==> src/rtl/operand_fetch_if.sv <==
`default_nettype none
// ============================================================================
// Module   : operand_fetch_if
// Purpose  : Bundles the signals around the operand collector: the decode
//            request handshake, the register-file read port, the writeback
//            snoop bus and the execute operand handshake.
// Modports : slave  - operand_fetch side (drives req_ready, rf_*, op_*)
//            master - surrounding pipeline (decode, register file, writeback,
//                     execute)
// Revision : 1.0 - initial release
// ============================================================================
interface operand_fetch_if #(
    parameter int XLEN = 32,
    parameter int RA_W = 5
);
    // decode -> fetch request
    logic            req_valid;
    logic            req_ready;
    logic [RA_W-1:0] req_rs1;
    logic [RA_W-1:0] req_rs2;
    logic            req_use_rs2;
    // single-read-port register file
    logic [RA_W-1:0] rf_ra1;
    logic [RA_W-1:0] rf_ra2;
    logic            rf_rsel;
    logic [XLEN-1:0] rf_rd;
    // writeback bus (same strobe as the register file write)
    logic            wb_we;
    logic [RA_W-1:0] wb_wa;
    logic [XLEN-1:0] wb_wd;
    // fetch -> execute operands
    logic            op_valid;
    logic            op_ready;
    logic [XLEN-1:0] op_a;
    logic [XLEN-1:0] op_b;

    modport slave (
        input  req_valid, req_rs1, req_rs2, req_use_rs2,
        input  rf_rd,
        input  wb_we, wb_wa, wb_wd,
        input  op_ready,
        output req_ready, rf_ra1, rf_ra2, rf_rsel,
        output op_valid, op_a, op_b
    );

    modport master (
        output req_valid, req_rs1, req_rs2, req_use_rs2,
        output rf_rd,
        output wb_we, wb_wa, wb_wd,
        output op_ready,
        input  req_ready, rf_ra1, rf_ra2, rf_rsel,
        input  op_valid, op_a, op_b
    );
endinterface
`default_nettype wire

==> src/rtl/operand_fetch.sv <==
`default_nettype none
// ============================================================================
// Module   : operand_fetch
// Purpose  : Sequential operand collector between decode and execute. Reads
//            rs1 then rs2 through a single register-file read port on
//            consecutive cycles and presents both operands under a
//            valid/ready handshake.
// Ports    : clk   - clock, rising edge
//            rst_n - asynchronous active-low reset
//            bus   - operand_fetch_if.slave (request, register file,
//                    writeback snoop, operand handshake)
// Options  : OPFETCH_FWD_EN - when defined, writeback data is forwarded at
//            capture time and snooped into already-captured operands while
//            in RD2/DONE. When undefined the wb_* inputs are ignored.
// Revision : 1.0 - initial release
// ============================================================================
module operand_fetch #(
    parameter int XLEN = 32,
    parameter int RA_W = 5
) (
    input  wire logic          clk,
    input  wire logic          rst_n,
    operand_fetch_if.slave     bus
);

    typedef enum logic [1:0] {
        IDLE = 2'd0,
        RD1  = 2'd1,
        RD2  = 2'd2,
        DONE = 2'd3
    } state_t;

    state_t          state, state_nx;
    logic [RA_W-1:0] rs1, rs1_nx;
    logic [RA_W-1:0] rs2, rs2_nx;
    logic            use_rs2, use_rs2_nx;
    logic [XLEN-1:0] op_a, op_a_nx;
    logic [XLEN-1:0] op_b, op_b_nx;

    logic            hit_rs1;
    logic            hit_rs2;
    logic [XLEN-1:0] cap_rs1;
    logic [XLEN-1:0] cap_rs2;

`ifdef OPFETCH_FWD_EN
    // A write to x0 never hits: x0 is hard-wired to zero.
    assign hit_rs1 = bus.wb_we && (bus.wb_wa == rs1) && (rs1 != '0);
    assign hit_rs2 = bus.wb_we && (bus.wb_wa == rs2) && (rs2 != '0);
`else
    assign hit_rs1 = 1'b0;
    assign hit_rs2 = 1'b0;
    logic unused_wb;
    assign unused_wb = ^{bus.wb_we, bus.wb_wa};
`endif

    // Capture value: x0 reads zero regardless of the register file, and a
    // same-cycle writeback to the register being read wins over the stale
    // register-file data.
    assign cap_rs1 = (rs1 == '0) ? '0 : (hit_rs1 ? bus.wb_wd : bus.rf_rd);
    assign cap_rs2 = (rs2 == '0) ? '0 : (hit_rs2 ? bus.wb_wd : bus.rf_rd);

    // Handshake and read-port outputs are pure decodes of state and latches,
    // so op_valid falls together with an asynchronous reset.
    assign bus.req_ready = (state == IDLE);
    assign bus.op_valid  = (state == DONE);
    assign bus.rf_rsel   = (state == RD2);
    assign bus.rf_ra1    = rs1;
    assign bus.rf_ra2    = rs2;
    assign bus.op_a      = op_a;
    assign bus.op_b      = op_b;

    always_ff @(posedge clk or negedge rst_n) begin
        if (!rst_n) begin
            state   <= IDLE;
            rs1     <= '0;
            rs2     <= '0;
            use_rs2 <= 1'b0;
            op_a    <= '0;
            op_b    <= '0;
        end else begin
            state   <= state_nx;
            rs1     <= rs1_nx;
            rs2     <= rs2_nx;
            use_rs2 <= use_rs2_nx;
            op_a    <= op_a_nx;
            op_b    <= op_b_nx;
        end
    end

    always_comb begin
        state_nx   = state;
        rs1_nx     = rs1;
        rs2_nx     = rs2;
        use_rs2_nx = use_rs2;
        op_a_nx    = op_a;
        op_b_nx    = op_b;

        case (state)
            IDLE: begin
                if (bus.req_valid) begin
                    rs1_nx     = bus.req_rs1;
                    rs2_nx     = bus.req_rs2;
                    use_rs2_nx = bus.req_use_rs2;
                    state_nx   = RD1;
                end
            end
            RD1: begin
                op_a_nx = cap_rs1;
                if (use_rs2) begin
                    state_nx = RD2;
                end else begin
                    op_b_nx  = '0;
                    state_nx = DONE;
                end
            end
            RD2: begin
                // op_a is already captured, so it is snooped here; when
                // rs1 == rs2 both operands pick up the same wb_wd.
                op_b_nx = cap_rs2;
                if (hit_rs1) begin
                    op_a_nx = bus.wb_wd;
                end
                state_nx = DONE;
            end
            DONE: begin
                if (hit_rs1) begin
                    op_a_nx = bus.wb_wd;
                end
                // A single-operand instruction keeps op_b at zero even if
                // the unused rs2 field happens to match the write.
                if (use_rs2 && hit_rs2) begin
                    op_b_nx = bus.wb_wd;
                end
                if (bus.op_ready) begin
                    state_nx = IDLE;
                end
            end
            default: state_nx = IDLE;
        endcase
    end

endmodule
`default_nettype wire
==> src/flat_wrapper.sv <==
// flat-port wrapper written by rule: the top's interface ports become plain ports
module operand_fetch_flat 
#(
    parameter int XLEN = 32,
    parameter int RA_W = 5
)
  (clk, rst_n, bus_req_valid, bus_req_rs1, bus_req_rs2, bus_req_use_rs2, bus_rf_rd, bus_wb_we, bus_wb_wa, bus_wb_wd, bus_op_ready, bus_req_ready, bus_rf_ra1, bus_rf_ra2, bus_rf_rsel, bus_op_valid, bus_op_a, bus_op_b);
  operand_fetch_if #(.XLEN(XLEN), .RA_W(RA_W)) bus_i ();
  input  wire logic clk;
  input  wire logic rst_n;
  input wire logic [$bits(bus_i.req_valid)-1:0] bus_req_valid;
  input wire logic [$bits(bus_i.req_rs1)-1:0] bus_req_rs1;
  input wire logic [$bits(bus_i.req_rs2)-1:0] bus_req_rs2;
  input wire logic [$bits(bus_i.req_use_rs2)-1:0] bus_req_use_rs2;
  input wire logic [$bits(bus_i.rf_rd)-1:0] bus_rf_rd;
  input wire logic [$bits(bus_i.wb_we)-1:0] bus_wb_we;
  input wire logic [$bits(bus_i.wb_wa)-1:0] bus_wb_wa;
  input wire logic [$bits(bus_i.wb_wd)-1:0] bus_wb_wd;
  input wire logic [$bits(bus_i.op_ready)-1:0] bus_op_ready;
  output wire logic [$bits(bus_i.req_ready)-1:0] bus_req_ready;
  output wire logic [$bits(bus_i.rf_ra1)-1:0] bus_rf_ra1;
  output wire logic [$bits(bus_i.rf_ra2)-1:0] bus_rf_ra2;
  output wire logic [$bits(bus_i.rf_rsel)-1:0] bus_rf_rsel;
  output wire logic [$bits(bus_i.op_valid)-1:0] bus_op_valid;
  output wire logic [$bits(bus_i.op_a)-1:0] bus_op_a;
  output wire logic [$bits(bus_i.op_b)-1:0] bus_op_b;
  assign bus_i.req_valid = bus_req_valid;
  assign bus_i.req_rs1 = bus_req_rs1;
  assign bus_i.req_rs2 = bus_req_rs2;
  assign bus_i.req_use_rs2 = bus_req_use_rs2;
  assign bus_i.rf_rd = bus_rf_rd;
  assign bus_i.wb_we = bus_wb_we;
  assign bus_i.wb_wa = bus_wb_wa;
  assign bus_i.wb_wd = bus_wb_wd;
  assign bus_i.op_ready = bus_op_ready;
  assign bus_req_ready = bus_i.req_ready;
  assign bus_rf_ra1 = bus_i.rf_ra1;
  assign bus_rf_ra2 = bus_i.rf_ra2;
  assign bus_rf_rsel = bus_i.rf_rsel;
  assign bus_op_valid = bus_i.op_valid;
  assign bus_op_a = bus_i.op_a;
  assign bus_op_b = bus_i.op_b;
  operand_fetch #(.XLEN(XLEN), .RA_W(RA_W)) u_core (.clk(clk), .rst_n(rst_n), .bus(bus_i));
endmodule
==> config.mk <==
export PLATFORM = sky130hd
export DESIGN_NAME = operand_fetch_flat
export DESIGN_NICKNAME = d
export VERILOG_FILES = /design/src/rtl/operand_fetch_if.sv /design/src/rtl/operand_fetch.sv /design/src/flat_wrapper.sv
export SDC_FILE = /design/constraint.sdc
export NUM_CORES = 1
export LEC_CHECK = 0
export BUFFER_PORTS_ARGS = -buffer_cell sky130_fd_sc_hd__buf_2
export CORE_MARGIN = 1.5
export CORE_UTILIZATION = 45
export DETAILED_ROUTE_END_ITERATION = 7
export GPL_TIMING_DRIVEN = 0
export PLACE_DENSITY = 0.9
export SLEW_MARGIN = 20
export SYNTH_ARGS = -nofsm -noshare
export SYNTH_HDL_FRONTEND = slang
export SYNTH_SLANG_ARGS = --single-unit
==> constraint.sdc <==
create_clock -name clk -period 1.9 [get_ports clk]
set_clock_uncertainty 0.2 [all_clocks]
set_input_delay 0.57 -clock clk [delete_from_list [all_inputs] [get_ports clk]]
set_output_delay 0.57 -clock clk [all_outputs]
set_load 0.01 [all_outputs]
# [After elaboration in Yosys (flattened, before gate mapping)]
# Index checks and enable logic that the tools add are counted.
[totals] ff_bits=77 in_bits=85 out_inout_bits=77 wordCells=27
[classes] eq_ne=6 muxes=8 n_reduce_logical=7
[ops] cell="$mux 32" count=3
[ops] cell="$pmux 32 s2" count=1
[ops] cell="$logic_not 5->1" count=2
[ops] cell="$pmux 2 s4" count=1
[ops] cell="$ne 2x2->1 const B" count=3
[ops] cell="$reduce_and 2->1" count=3
[ops] cell="$eq 2x2->1 const B" count=2
[ops] cell="$mux 2" count=2
[ops] cell="$eq 2x1->1 const B" count=1
[ops] cell="$logic_not 2->1" count=1
[ops] cell="$reduce_bool 2->1" count=1
[ops] cell="$mux 1" count=1

# [Logic depth before layout (Yosys ltp)]
# Gate-level depths: netlist (run 1).
[logic_depth] ltp_word=3 mapped_depth=7 ltp_nobuf=5

# [Least setup slack after synthesis (run 1)]
# OpenSTA, ideal clock, no wires.
[synth_timing] kind="reg2reg" from="register u_core.state[0]" to="register u_core.op_b[25], in the netlist u_core.bus.op_b[25]" arrival_time_ns=1.470 t_required_ns=1.625 setup_slack_ns=0.155 path_stages_with_launch=7 synth_period_minus_slack_ns=1.745 path_cell_list="dfrtp_1 > inv_1 > ha_1 > clkbuf_1 > clkbuf_1 > o211ai_1 > o2bb2ai_2"
[synth_between] elab_chain_len=3 elab_cells_between_ends=6 classes_between="eq/ne (3); mux (1); reduce/logical (2)"
[synth_lines] item="from (decl)" line="operand_fetch.sv:33" rtl="state_t state, state_nx;"
[synth_lines] item="from (signal assigned)" line="operand_fetch.sv:81" rtl="state <= state_nx;"
[synth_lines] item="$eq 2x2->1 (*)"
[synth_lines] item="net bus_rf_rsel" line="flat_wrapper.sv:23" rtl="output wire logic [$bits(bus_i.rf_rsel)-1:0] bus_rf_rsel;"
[synth_lines] item="$reduce_bool 2->1 (no source line)"
[synth_lines] item="$reduce_and 2->1 (no source line)"
[synth_lines] item="to (signal assigned)" line="operand_fetch.sv:86" rtl="op_b <= op_b_nx;"
[synth_lines] item="to (decl)" line="operand_fetch.sv:38" rtl="logic [XLEN-1:0] op_b, op_b_nx;"
# Mark *: on every way through the listed nets, which the timed path passes. The rest lies on a longest branch.
# A chain may end at the register's enable or synchronous reset.

# [Worst setup path in the final report (run 1)]
[layout_timing] from="register u_core.state[0]" to="output bus_rf_rsel"
[layout_between] elab_chain_len=1
[layout_lines] item="$eq 2x2->1" line="operand_fetch.sv:66" rtl="assign bus.rf_rsel = (state == RD2);"
[layout_lines] item="to (decl)" line="flat_wrapper.sv:23"
# Every way passes these cells.

==> results by group, run 1 <==
Run status
  – Status: complete, but fails checks
  – Violations in the final reports: setup timing

Critical path
  – Max FO, Critical Path: 4
  – Worst Path Arrival: between 1 and 1.5 ns
  – Critical path capture point type: primary output
  – Cells traversed along the worst timing path: inv_2 > ha_4 > buf_6
  – Slowest cell on crit path: dfrtp_2
  – Critical path launch point type: flip-flop
  – Crit path required time: 1.13 ns
  – Largest stage delay on the critical path: 0.43 ns
  – WS Path Type: reg2out

Clock tree
  – CTS tree: built
  – Clock root buffer master: clkbuf_8
  – Clock-pin slew on the worst setup and hold paths: 0.09 ns
  – Worst-Skew Late Latency: 0.34 ns
  – Sinks on Clock Net: 77
  – Cts bufs inserted: 9
  – H-Tree Depth: 3
  – Maximum buffer depth of the clock tree: 2

Floorplanning
  – Starting Density: 46.9%
  – Die height: roughly 87 µm
  – Cell Rows: 30
  – Boundary pin count: between 150 and 200
  – Die Span X: 87.4 µm
  – Die footprint: 0.00764 mm²
  – Core area: between 0.006 and 0.007 mm²

Worst hold path
  – Worst hold path class: in2reg

Cells and area
  – Count of filler cells inserted in the layout: 581
  – Utilization of the core after routing: between 60% and 70%
  – Count of inserted antenna diode cells: 0
  – Fraction of layout cells with a size suffix above 1: 52.4%
  – Layout overhead on the synthesized area: 35.3%
  – Final layout net count: 458
  – Sequential standard cell area: 0.00193 mm²
  – Area of the multi-input gates: approximately 0.0012 mm²

Pwr
  – Part of the total power dissipated in the clock network: 17.2%
  – Lkg Pwr: 2.12 nW
  – Internal power: 5.11 mW
  – Switching power as a share of total power: 38.0%
  – Power density over the cells: 1900 mW/mm²
  – Overall power consumption: between 8 and 9 mW
  – Share of power burned in combinational logic: 47.7%
  – Switching Power: 3.12 mW
  – Share of power burned in registers: 35.1%
  – Worst vdd rail ir drop: 0.894 mV

Drt
  – DRC violation count after routing: 0
  – Number of DRC violations after detailed-routing iteration 0: 101
  – Detail-routed net length per standard cell: between 15 and 20 µm
  – Number of detailed-routing iterations run before antenna repair: 4
  – Final wirelength: 8.09 mm
  – Mean number of vias per cell: roughly 5.4
  – Via count: 2,539
  – Final ANT Viol Nets: 0

STA
  – Peak Freq: 525 MHz
  – Final count of hold timing violations: 0
  – Clock period minus worst slack: around 1.9 ns
  – Min Hold Slack: 0.248 ns
  – Share of the clock period used by the worst path: 100%
  – Final worst slack: -0.00621 ns
  – Count of pins over their slew limit: 0
  – Transition time at the pin with the least slew margin: 0.506 ns
  – Max-slew headroom at the worst pin: 66.3%
  – Setup repair after global routing missed its margin: true
  – Number of failing setup endpoints in the final timing report: 3

Job
  – Max Cap Violations: 0

Placed design
  – Number of buffers added on ports: between 100 and 150
  – Final RePlAce weighted congestion: just under 0.8
  – HPWL after detailed placement: 5.89 mm
  – Pre-CTS setup slack: -0.180 ns

Synth
  – Post-synth design cell area: ~0.0032 mm²
  – Seq/Total Area, Yosys: approximately three fifths
  – Yosys reg bits: 77
  – Post-synth cell types: 22
  – Cell count after synthesis: 231
  – Net Count, Synth: between 300 and 400
  – Mean post-synth cell area: 13.9 µm²
  – Synthesis warning total: 0

Global routing
  – Maximum number of pins on one net before global-route repair: between 40 and 50
  – Via count of the first global-routing pass: between 2,000 and 2,500
  – First-pass GRT wire length: about 12 mm
  – Antenna violations before repair: 0
  – Global-route total usage across every layer: 21.3%
  – GRT overflow: 0
cells in the final DEF, fill, tap and decap left out:
cell and n:
buf_6 8, o211ai_1 32, dfrtp_1 75, clkbuf_8 11, nor3_1 1, mux2_2 12, a21o_1 1, a22o_1 32
clkbuf_4 5, inv_1 2, inv_2 2, ha_4 2, ha_1 2, a21oi_2 1, or4_4 1, dfrtp_2 2
bufinv_16 2, clkinvlp_4 1, buf_2 123, clkbuf_2 5, o31ai_1 2, buf_12 2, nand2_1 1, clkinv_2 1
nor2_1 2, buf_4 8, inv_6 1, dlygate4sd3_1 1, o2bb2ai_1 25, nor2_8 1, a21oi_4 1, o2bb2ai_2 7
nor2b_1 2
registers in the layout (all words and copies together), names as in the netlist:
| register | flops |
|---|---|
| u_core.state | 2 |
| u_core.use_rs2 | 1 |
| u_core.bus.op_b | 32 |
| u_core.bus.rf_ra1 | 5 |
| u_core.bus.op_a | 32 |
| u_core.bus.rf_ra2 | 5 |
metrics by stage:
stage | setup TNS (ns) | area, µm² | cells
2_1_floorplan | 0 | 3210 | 231
3_3_place_gp | -32.83 | 3940 | 450
3_5_place_dp | -5.29 | 3970 | 451
4_1_cts | -0.0844 | 4270 | 469
5_1_grt | -1.07 | 4340 | 470
6_report | -0.0128 | 4340 | 470
cell families (layout without fill, tap and decap cells):
kind of cell,after synthesis,after routing,share of synthesized area [%]
simple gates,8,8,1.87
flops,77,77,60.1
fa+ha+maj,4,4,1.56
mux,12,12,4.21
buf+inv,29,172,4.80
compound gates,101,101,27.5
synth_stat cells, drive strengths merged:
cell	instances	area, µm²
dfrtp	77	1930
o31ai	2	15.0
nor2	3	27.5
a21o	1	7.51
nor3	1	5.00
ha	4	50.1
a21oi	2	13.8
o211ai	32	240
a22o	32	280
o2bb2ai	32	324
nand2	1	3.75
buf	14	97.6
nor2b	2	12.5
inv	4	15.0
or4	1	11.3
clkbuf	11	41.3
mux2	12	135
critical path, delay by kind of cell, from the launching register on:
kind	cells	cell delay (ns)
flops	1	0.43
buf+inv	2	0.20
fa+ha+maj	1	0.15
routing by layer:
layer  up-vias  routed length [µm]  global-route usage, %
met4         0                  82                   6.93
met5         -                   0                      0
li1       1169                   -                      -
met2        91                4020                   34.9
met3         8                 482                   3.98
met1      1271                3510                   28.7
path summary, 6_finish.rpt:
path	from	to	slack [ns]	cells after the start
worst max register to register	u_core.state[1]	u_core.bus.op_a[3]	0.07	6
worst min-delay path	bus_rf_rd[24]	u_core.bus.op_a[24]	0.25	2
max in group asynchronous	rst_n	u_core.state[0]	0.38	3
worst max-delay path	u_core.state[0]	bus_rf_rsel	-0.006	3
min in group asynchronous	rst_n	u_core.bus.op_a[21]	0.53	2
worst min register to register	u_core.bus.op_b[3]	u_core.bus.op_b[3]	0.29	1
final cells by class:
class / instances / area share (%)
multi-input cells: 125 / 26.8
plain buffers: 25 / 4.67
clock buffers: 11 / 3.49
flip-flops and latches: 77 / 44.5
repair buffers: 127 / 15.6
well taps: 96 / 2.77
inverters: 4 / 0.346
clock inverters: 5 / 1.87
what timing repair did:
item	CTS	global route
resized for setup	21	33
endpoints found under the hold margin	3	0
hold buffers	1	0
setup buffers	1	1
setup endpoints to repair	63	60
pin swaps	1	3
power groups by stage:
| stage | combinational (mW) | sequential, mW | clock, mW |
|---|---|---|---|
| after floorplan | 1.96 | 3.18 | 0 |
| after global placement | 3.52 | 2.86 | 0 |
| after detailed placement | 3.64 | 2.91 | 0 |
| after CTS | 3.80 | 2.89 | 1.44 |
| after global routing | 4.27 | 2.97 | 1.50 |
| final | 3.93 | 2.89 | 1.42 |
Power figures use the tool's default switching activity.
==> inputs of run 2 (changes only) <==
--- a/config.mk
+++ b/config.mk
@@ -6,7 +6,7 @@
 export NUM_CORES = 1
 export LEC_CHECK = 0
 export BUFFER_PORTS_ARGS = -buffer_cell sky130_fd_sc_hd__buf_2
-export CORE_MARGIN = 1.5
+export CORE_MARGIN = 3
 export CORE_UTILIZATION = 45
 export DETAILED_ROUTE_END_ITERATION = 7
 export GPL_TIMING_DRIVEN = 0
==> run 2 against run 1 <==
Highest routed layer unchanged. Final cell count increased by 0.21%. Largest cell class unchanged. Via count increased by 1.3%. Design area decreased by 0.66%. The flow finishes with violations (hold timing, setup timing). Hold slack got worse by 0.26 ns. Clock power decreased by 25%.
==> results by group, run 2 (synthesized netlist as in run 1, its figures left out) <==
Clock tree
  – Sinks on Clock Net: 77 (unchanged)
  – Worst-Skew Late Latency: 0.33 ns (about the same)
  – H-Tree Depth: 3 (unchanged)
  – Clock-pin slew on the worst setup and hold paths: 0.08 ns (about the same)
  – CTS tree: built
  – Cts bufs inserted: 9 (unchanged)
  – Maximum buffer depth of the clock tree: 2 (unchanged)
  – Clock root buffer master: clkbuf_8

Drt
  – Number of DRC violations after detailed-routing iteration 0: 64 (-37%)
  – Mean number of vias per cell: 5.46 (+1.1%)
  – Final ANT Viol Nets: 0 (unchanged)
  – Detail-routed net length per standard cell: 17.7 µm (+2.5%)
  – Via count: 2,573 (+1.3%)
  – DRC violation count after routing: 0 (unchanged)
  – Number of detailed-routing iterations run before antenna repair: 4 (unchanged)
  – Final wirelength: 8.32 mm (+2.7%)

Placed design
  – Pre-CTS setup slack: -0.183 ns (-0.00363 ns)
  – Dpl cells: 451 (unchanged)
  – Number of buffers added on ports: 123 (unchanged)
  – HPWL after detailed placement: 5.94 mm (+0.70%)
  – Final RePlAce weighted congestion: 0.781 (-1.1%)

Run status
  – Violations in the final reports: hold timing, setup timing
  – Status: complete, but fails checks

Cells and area
  – Most common library cell in the layout ignoring fill and taps: buf_2
  – Sequential standard cell area: 0.00193 mm² (about the same)
  – Layout overhead on the synthesized area: 34.4%
  – Count of filler cells inserted in the layout: 569 (-2.1%)
  – Utilization of the core after routing: 62.7% (-0.77 points)
  – Area of the multi-input gates: 0.00119 mm² (+2.2%)
  – Registers with the most flip-flops: u_core.bus.op_a (32), u_core.bus.op_b (32)
  – Final layout net count: 460 (+0.44%)
  – Commonest cells after routing, fill and taps aside: buf_2, dfrtp_1, o211ai_1, a22o_1, o2bb2ai_1
  – Filler-free cell count of the finished design: 471 (+0.21%)
  – Fraction of layout cells with a size suffix above 1: 52.8% (+0.39 points)
  – Count of inserted antenna diode cells: 0 (unchanged)

Floorplanning
  – Die footprint: 0.00817 mm² (+7.0%)
  – Die Span X: 90.4 µm (+3.4%)
  – Die height: 90.4 µm (+3.4%)
  – Cell Rows: 30 (unchanged)
  – Boundary pin count: 162 (unchanged)
  – Starting Density: 46.7% (-0.26 points)
  – Core area: 0.00687 mm² (+0.55%)

STA
  – Clock period minus worst slack: 1.91 ns (+0.00627 ns)
  – Peak Freq: 523 MHz (-0.33%)
  – Number of failing setup endpoints in the final timing report: 2 (-1)
  – Share of the clock period used by the worst path: 101% (+0.33 points)
  – Final worst slack: -0.0125 ns (-0.00627 ns)
  – Setup repair after global routing missed its margin: true
  – Final count of hold timing violations: 5 (+5)
  – Min Hold Slack: -0.0111 ns (-0.259 ns)
  – Max-slew headroom at the worst pin: 65.3% (-0.99 points)
  – Count of pins over their slew limit: 0 (unchanged)
  – Transition time at the pin with the least slew margin: 0.521 ns (+0.0149 ns)

Critical path
  – Crit path required time: 1.13 ns (about the same)
  – Critical path capture point type: primary output
  – WS Path Type: reg2out
  – Slowest cell on crit path: dfrtp_1
  – Max FO, Critical Path: 2 (-2)
  – Worst Path Arrival: 1.14 ns (about the same)
  – Cells traversed along the worst timing path: inv_1 > ha_4 > buf_6
  – Critical path launch point type: flip-flop
  – Largest stage delay on the critical path: 0.40 ns (-0.03 ns)

Pwr
  – Worst vdd rail ir drop: 1.03 mV (+16%)
  – Lkg Pwr: 2.11 nW (-0.66%)
  – Power density over the cells: 1850 mW/mm² (-2.6%)

Global routing
  – Global-route total usage across every layer: 20.8% (-0.48 points)
  – Maximum number of pins on one net before global-route repair: 41 (unchanged)
  – GRT overflow: 0 (unchanged)
  – Via count of the first global-routing pass: 2,737 (+9.6%)
  – First-pass GRT wire length: 13.7 mm (+10%)
  – Antenna violations before repair: 0 (unchanged)

Worst hold path
  – Worst hold path class: in2async

Job
  – Max Cap Violations: 0 (unchanged)
## run 2: changes by cell type in the layout (fill, tap and decap cells not counted), sizes merged
| cell | previous run | this run |
|---|---|---|
| bufinv | 2 | 0 |
| clkbuf | 21 | 23 |
| clkinv | 1 | 4 |
| dlygate4sd3 | 1 | 0 |
| inv | 5 | 4 |
## run 2: report_power, final
part / switching [mW] / internal [mW] / total [mW]
clock network: 0.565 / 0.493 / 1.06
logic: 2.09 / 1.93 / 4.02
registers: 0.478 / 2.41 / 2.88
## run 2: metal layers
metal	vias up	share of wire [%]	track usage, %
met1	1295	43	26.8
met4	0	1.8	7.65
met5	-	0	0
li1	1172	-	-
met2	91	49	34.6
met3	15	5.8	4.67
## run 2: path summary, 6_finish.rpt
path / from / to / slack, ns / cells past startpoint
setup / recovery: u_core.state[1] / bus_req_ready / -0.01 / 3
min in group clk: bus_rf_rd[26] / u_core.bus.op_a[26] / 0.26 / 2
setup reg to reg: u_core.state[1] / u_core.bus.op_b[13] / 0.02 / 7
hold reg to reg: u_core.bus.op_b[7] / u_core.bus.op_b[7] / 0.29 / 1
max in group asynchronous: rst_n / u_core.bus.rf_ra2[4] / 0.92 / 2
hold / removal: rst_n / u_core.bus.op_b[26] / -0.01 / 1
## run 2: timing repair
| item | 4_1_cts | 5_1_grt |
|---|---|---|
| hold buffers | 0 | 0 |
| buffers inserted | 4 | 1 |
| pin swaps | 1 | 0 |
| endpoints found under the setup margin | 63 | 55 |
| resized for setup | 21 | 34 |
## run 2: layout make-up
cell class / count / area share [%]
Sequential cell: 77 / 44.7
Multi-Input combinational cell: 125 / 27.6
Timing Repair Buffer: 129 / 16.2
Buffer: 25 / 4.47
Clock buffer: 10 / 3.19
Tap cell: 96 / 2.79
Clock inverter: 5 / 0.639
Inverter: 4 / 0.407
## run 2: per-stage QoR
stage	setup TNS (ns)	area (µm²)	total power, mW	hold slack (ns)
2_1_floorplan	0	3210	5.14	0.0744
3_3_place_gp	-32.61	3940	6.40	0.270
3_5_place_dp	-5.25	3970	6.55	0.271
4_1_cts	-0.0168	4230	7.85	0.00816
5_1_grt	-2.18	4310	8.52	0.0235
6_report	-0.0196	4310	7.97	-0.0111
## run 2: worst max-delay path: cells and delay by family, from the launching register on
family	cells	cell delay [ns]
adder cells (fa/ha/maj)	1	0.17
buffers and inverters	2	0.25
flip-flops	1	0.40
